$ cat config.mk
export PLATFORM = sky130hd
export DESIGN_NAME = tff_mod_counter
export DESIGN_NICKNAME = d
export VERILOG_FILES = /design/src/rtl/tff_mod_counter.sv
export SDC_FILE = /design/constraint.sdc
export NUM_CORES = 1
export LEC_CHECK = 0
export BUFFER_PORTS_ARGS = -buffer_cell sky130_fd_sc_hd__buf_2
export CORE_AREA = 2 2 39 41
export DETAILED_ROUTE_END_ITERATION = 10
export DIE_AREA = 0 0 41 43
export HOLD_SLACK_MARGIN = 0.02
export PLACE_DENSITY = 0.73
export SYNTH_ARGS = -nofsm -noshare
export SYNTH_HDL_FRONTEND = slang
export SYNTH_SLANG_ARGS = --single-unit
export TNS_END_PERCENT = 100
$ cat constraint.sdc
create_clock -name clk -period 1.3 [get_ports clk]
set_clock_uncertainty 0.05 [all_clocks]
set_input_delay 0.065 -clock clk [delete_from_list [all_inputs] [get_ports clk]]
set_output_delay 0.065 -clock clk [all_outputs]
set_load 0.05 [all_outputs]
$ cat src/rtl/tff_mod_counter.sv
// rtl/tff_mod_counter.sv - modulo-N up/down counter built from per-bit toggle flip-flops
// Each q bit only flips where t_vec is set, so t_vec doubles as the observable toggle plan.
module tff_mod_counter #(
    parameter int WIDTH   = 4,
    parameter int MODULUS = 10
) (
    input  logic             clk,
    input  logic             reset,
    input  logic             en,
    input  logic             up,
    input  logic             load,
    input  logic [WIDTH-1:0] din,
    output logic [WIDTH-1:0] q,
    output logic [WIDTH-1:0] qb,
    output logic [WIDTH-1:0] t_vec,
    output logic             tc
);

    localparam logic [WIDTH-1:0] MAX_VAL = WIDTH'(MODULUS - 1);
    localparam logic [WIDTH:0]   MOD_EXT = (WIDTH + 1)'(MODULUS);

    logic [WIDTH-1:0] q_q;
    logic [WIDTH-1:0] q_d;
    logic [WIDTH-1:0] t_chain;
    logic             tc_q;
    logic             tc_d;

    // Ripple toggle chain: bit i toggles when all lower bits are 1 (up) or 0 (down).
    always_comb begin
        logic carry;
        carry   = 1'b1;
        t_chain = '0;
        for (int i = 0; i < WIDTH; i++) begin
            t_chain[i] = carry;
            carry      = carry & (up ? q_q[i] : ~q_q[i]);
        end
    end

    always_comb begin
        q_d  = q_q;
        tc_d = 1'b0;
        if (load) begin
            q_d = ({1'b0, din} >= MOD_EXT) ? MAX_VAL : din;
        end else if (en) begin
            if (up && (q_q == MAX_VAL)) begin
                q_d  = '0;
                tc_d = 1'b1;
            end else if (!up && (q_q == '0)) begin
                q_d  = MAX_VAL;
                tc_d = 1'b1;
            end else begin
                q_d = q_q ^ t_chain;
            end
        end
        t_vec = q_q ^ q_d;
    end

    always_ff @(posedge clk or posedge reset) begin
        if (reset) begin
            q_q  <= '0;
            tc_q <= 1'b0;
        end else begin
            q_q  <= q_q ^ t_vec;
            tc_q <= tc_d;
        end
    end

    assign q  = q_q;
    assign qb = ~q_q;
    assign tc = tc_q;

endmodule

Word level (Yosys, flattened, before mapping) --
Index checks and enable logic that the tools add are counted.
Word-level totals: bits in read-only memories 0, input port bits 9, word-level logic and storage cells 29, bits in writable memories 0, output and inout bits 13, flip-flop bits (word level) 5, bits in latches 0, memories kept 0
Cells by class: reductions and logical operators 4, multiplexer cells 12, equal/unequal tests 1, bitwise logic cells 9, $mul 0, $lt $le $gt $ge 1, shift-type cells 0, add/subtract/negate cells 0, div/mod/pow operators 0
Operators by type and width (count):
- $mux 4 | 5
- $xor 4x4->4 | 3
- $mux 1 | 7
- $eq 4x4->1 const B | 1
- $ge 4x4->1 const B | 1
- $logic_not 4->1 | 1
- $not 4->4 | 1
- $not 1->1 | 3
- $and 1x1->1 | 2
- $logic_and 1x1->1 | 2
- $logic_not 1->1 | 1

Depth between registers and ports, before layout --
depth after elaboration 11, gate-level depth with buffers 5, depth with buffers taken out 4

Worst setup path after synthesis --
Ideal clock, no wire load.
path type flip-flop to output port, start point register q_q[3], in the netlist q[3], end point output t_vec[1], buffers on the path 0, setup slack -1.476 ns, data required time 1.185 ns, cell stages (with the launch flop) 5, arrival 2.661 ns, cells stage by stage dfrtp_1 inv_1 a21oi_2 nor2_2 o31ai_1
Between the ends: longest elaborated chain between the ends 7, elaborated cells between the ends (all ways) 9, those cells by class eq/ne: 1; mux: 4; bitwise: 1; reduce/logical: 3
Ends and longest elaborated chain:
- from (decl) | RTL line 22 | logic [WIDTH-1:0] q_q;
- from (signal assigned) | RTL line 63 | q_q <= q_q ^ t_vec;
- $logic_not 4->1 | RTL line 48 | end else if (!up && (q_q == '0)) begin
- $logic_and 1x1->1 | RTL line 48
- $mux 4 | RTL line 48
- $mux 4 (*) | RTL line 45 | if (up && (q_q == MAX_VAL)) begin
- $mux 4 (*) | RTL line 44 | end else if (en) begin
- $mux 4 (*) | RTL line 42 | if (load) begin
- $xor 4x4->4 (*) | RTL line 55 | t_vec = q_q ^ q_d;
- to (decl) | RTL line 15 | output logic [WIDTH-1:0] t_vec,
Mark *: on every way between the ends. The rest lies on a longest branch, timed or not.

Final worst setup path --
start point register q_q[0], in the netlist q[0], end point output t_vec[2]
Between the ends: longest elaborated chain between the ends 9, elaborated cells between the ends (all ways) 13, those cells by class eq/ne: 1; mux: 5; bitwise: 4; reduce/logical: 3
Ends and longest elaborated chain:
- $not 1->1 | RTL line 35 | carry = carry & (up ? q_q[i] : ~q_q[i]);
- $mux 1 | RTL line 35
- $and 1x1->1 | RTL line 35
- $xor 4x4->4 | RTL line 52 | q_d = q_q ^ t_chain;
- $mux 4 | RTL line 48
- $mux 4 (*) | RTL line 45
- $mux 4 (*) | RTL line 44
- $mux 4 (*) | RTL line 42
- $xor 4x4->4 (*) | RTL line 55
Marked as above.

==> results.md <==
- Detailed-route wire length: 1.65 mm
- Combinational share of power: 64.3%
- Post-layout nets: about 110
- Critical path startpoint category: flip-flop
- Total number of clock tree sinks: 5
- Die area: roughly 1800 um2
- Leakage power: 0.429 nW
- Critical path class: flip-flop to output port
- Number of enable flip-flop cells after synthesis: 0
- Synth-to-Final Area Change: 87.8%
- Top cell types by occurrence after synthesis: sky130_fd_sc_hd__nand2_1, sky130_fd_sc_hd__inv_1, sky130_fd_sc_hd__nor2_1, sky130_fd_sc_hd__dfrtp_1, sky130_fd_sc_hd__xnor2_1
- Failing checks: setup timing
- Hold worst-path end: q[0]$_DFF_PP0_
- Register Area: roughly 130 um2
- Final core occ: between 60% and 70%
- Synthesized Nets: slightly above 70
- Total GRT Usage: 20.1%
- Startpoint of the most critical register-to-register path: q[0]$_DFF_PP0_
- Highest clock rate: 0.609 GHz
- Transition time at the pin with the least slew margin: 0.283 ns
- Setup repair after global routing missed its margin: true
- Clock buffer depth: 2
- Worst skew pair latency: ~0.26 ns
- Setup WS post-layout: -0.343 ns
- Number of rows created at floorplan: 14
- Ys Warns: 0
- Fillers: 110
- Cell variety after synth: 28
- Routed wirelength normalized by instance count: 14.0 um
- Synth Area per Inst: 8.13 um2
- Pin count of the biggest net entering global routing: 10
- Internal power consumption: ~0.59 mW
- Post-synthesis register bit count: 5
- Proportion of power drawn by the clock network: 16.8%
- FFs w/ async S/R, synth: 100%
- Overflow after GRT: 0
- Vias after detailed routing: 589
- Most common cell in the netlist: sky130_fd_sc_hd__nand2_1
- Initial antenna violation count: 0
- Mean number of vias per cell: 4.99
- Number of endpoints failing setup at the final stage: 8
- VDD IR-drop max: 670 uV
- Wire length of the first global-routing pass: 2.44 mm
- Fraction of post-synthesis cell area in the top cell type by area: between 20% and 30%
- Number of pins exceeding their max-slew limit in the final report: 0
- Outcome: finished, violations left
- Iteration count of the initial detailed-routing pass: 4
- Starting DRC count in detailed routing: 7
- Switching power: about 0.55 mW
- Sw Share: 48.1%
- Remaining antenna violation count after routing: 0
- Effective utilization at floorplan: 36.4%
- Die boundary height: 43 um
- Number of port buffers: 21
- Setup slack on the worst flop-to-flop path: -0.20 ns
- Capture point of the worst reg-to-reg path: q[1]$_DFF_PP0_
- Root cell of the clock tree: sky130_fd_sc_hd__clkbuf_4
- DRC violations left: 0
- Synthesized instance count: 62
- Share of total power in sequential cells: 18.8%
- Finished layout cell area: 947 um2
- Post-synth top area cell: sky130_fd_sc_hd__dfrtp_1
- Number of buffers created by CTS: 3
- Clock transition at the registers of the reported paths: 0.06 ns
- Worst-case setup slack after placement: -0.153 ns
- Instance area at placement: 751 um2
- # diodes: 0
- Number of maximum-capacitance constraint violations: 0
- CTS tree: done
- Worst Setup End Kind: output port
- Post-route minimum period: 1.64 ns
- Via count of the first global-routing pass: 559
- HP Start: din[0]
- Final estimated routing congestion in global placement: 0.771
- Register area share after synthesis: 24.8%
- Final cycle utilization of the critical path: 126%
- Layout cell share with drive strength beyond 1: between 60 and 70%
- Prevailing post-synth register cell: sky130_fd_sc_hd__dfrtp_1
- Top post-synthesis cells by area: sky130_fd_sc_hd__dfrtp_1, sky130_fd_sc_hd__xnor2_1, sky130_fd_sc_hd__nand2_1
- I/O pin count: 22
- Total number of H-tree levels: 1
- Required time of the worst setup path: 1.19 ns
- Final count of hold timing violations: 0
- Hold Path Stages: 3
- P per Cell Area: 1200 nW/um2
- Kind of path behind the tightest hold check: primary input to flip-flop
- Tot Pwr: ~1.1 mW
- Hpwl dp: 1.12 mm
- Multi-input logic area: 434 um2
- Worst r2r path cells: 6
- Remaining max-slew budget at the tightest pin: 80.9%
- Area of the core: 1380 um2
- Critical Path AT: 1.53 ns
- Width of the chip: 41 um
- Post-synthesis cell area: 504 um2
- CP max FO: 6
-- final cells by class --
cell class,instances,share of cell area (%)
timing repair buffer,38,32.4
multi-input combinational,49,45.8
clock buffer,3,2.38
clock inverter,1,0.528
inverter,6,3.17
sequential,5,13.6
tap,16,2.11
-- routing by layer --
layer	global-route usage [%]	up-vias	share of wire, %
met1	26.2	276	44
li1	-	292	-
met4	4.00	0	0.48
met2	32.5	19	51
met5	0	-	0
met3	4.71	2	4.7
-- stage by stage --
stage               instances  hold WS [ns]  TNS (ns)
detailed placement        108       -0.0780    -0.578
global placement          108       -0.0847    -0.494
global route              118        0.0747     -1.91
CTS                       116        0.0535     -1.40
floorplan                  62        -0.207     -2.73
finish                    118        0.0519     -1.53
-- layout by cell type, fill, tap and decap left out, types with 2 or more instances in the layout --
master | Yosys | layout
sky130_fd_sc_hd__buf_2 | 0 | 13
sky130_fd_sc_hd__buf_4 | 0 | 12
sky130_fd_sc_hd__buf_6 | 1 | 9
sky130_fd_sc_hd__nand2_1 | 8 | 7
sky130_fd_sc_hd__xnor2_1 | 5 | 4
sky130_fd_sc_hd__nor2_1 | 6 | 4
sky130_fd_sc_hd__inv_1 | 6 | 3
sky130_fd_sc_hd__o31ai_4 | 0 | 3
sky130_fd_sc_hd__clkbuf_4 | 0 | 3
sky130_fd_sc_hd__dfrtp_2 | 0 | 3
sky130_fd_sc_hd__and3_4 | 2 | 2
sky130_fd_sc_hd__o21ai_4 | 1 | 2
sky130_fd_sc_hd__clkinvlp_4 | 0 | 2
sky130_fd_sc_hd__nor2_4 | 0 | 2
sky130_fd_sc_hd__nor2b_1 | 2 | 2
sky130_fd_sc_hd__xor2_1 | 2 | 2
sky130_fd_sc_hd__o21ai_0 | 3 | 2
sky130_fd_sc_hd__dlygate4sd3_1 | 0 | 2
sky130_fd_sc_hd__buf_8 | 0 | 2
sky130_fd_sc_hd__dfrtp_1 | 5 | 2
-- worst max path at each step --
stage,from,endpoint,slack (ns),cells past startpoint
2_1_floorplan,q[3]$_DFF_PP0_,t_vec[1],-0.64,4
3_3_place_gp,q[3]$_DFF_PP0_,t_vec[3],-0.14,5
3_5_place_dp,q[0]$_DFF_PP0_,t_vec[1],-0.15,6
4_1_cts,q[0]$_DFF_PP0_,t_vec[1],-0.30,5
5_1_grt,q[0]$_DFF_PP0_,t_vec[2],-0.38,5
6_report,q[0]$_DFF_PP0_,t_vec[2],-0.34,5
-- power groups by stage --
stage               Clock [mW]  Sequential [mW]  Combinational (mW)
detailed placement           0            0.211               0.586
CTS                      0.194            0.214               0.687
global placement             0            0.210               0.580
floorplan                    0            0.277               0.360
finish                   0.192            0.215               0.734
global route             0.210            0.217               0.772
-- cell families after synthesis --
| kind of cell | synth area share [%] |
|---|---|
| xor gates and xnor gates | 12.2 |
| and+or+nand+nor | 24.8 |
| AOI/OAI and AO/OA | 28.8 |
| muxes | 1.99 |
| DFF | 24.8 |
| buffers and inverters | 7.44 |
-- flip-flops by register name, indices dropped and copies added (netlist names) --
| name | cells |
|---|---|
| q | 4 |
| tc | 1 |
-- critical path, cell delays in order (launching register included) --
cell                      delay (ns)
sky130_fd_sc_hd__dfrtp_2        0.46
sky130_fd_sc_hd__and3_4         0.19
sky130_fd_sc_hd__a21oi_4        0.15
sky130_fd_sc_hd__nor2_4         0.07
sky130_fd_sc_hd__o31ai_4        0.22
sky130_fd_sc_hd__buf_6          0.18
-- repair_timing --
action	CTS	global route
endpoints found under the setup margin	7	11
pin swaps	11	5
gates resized for setup	24	9
endpoints found under the hold margin	6	0
buffers inserted	3	2
hold buffers	2	0
Power figures use the tool's default switching activity.
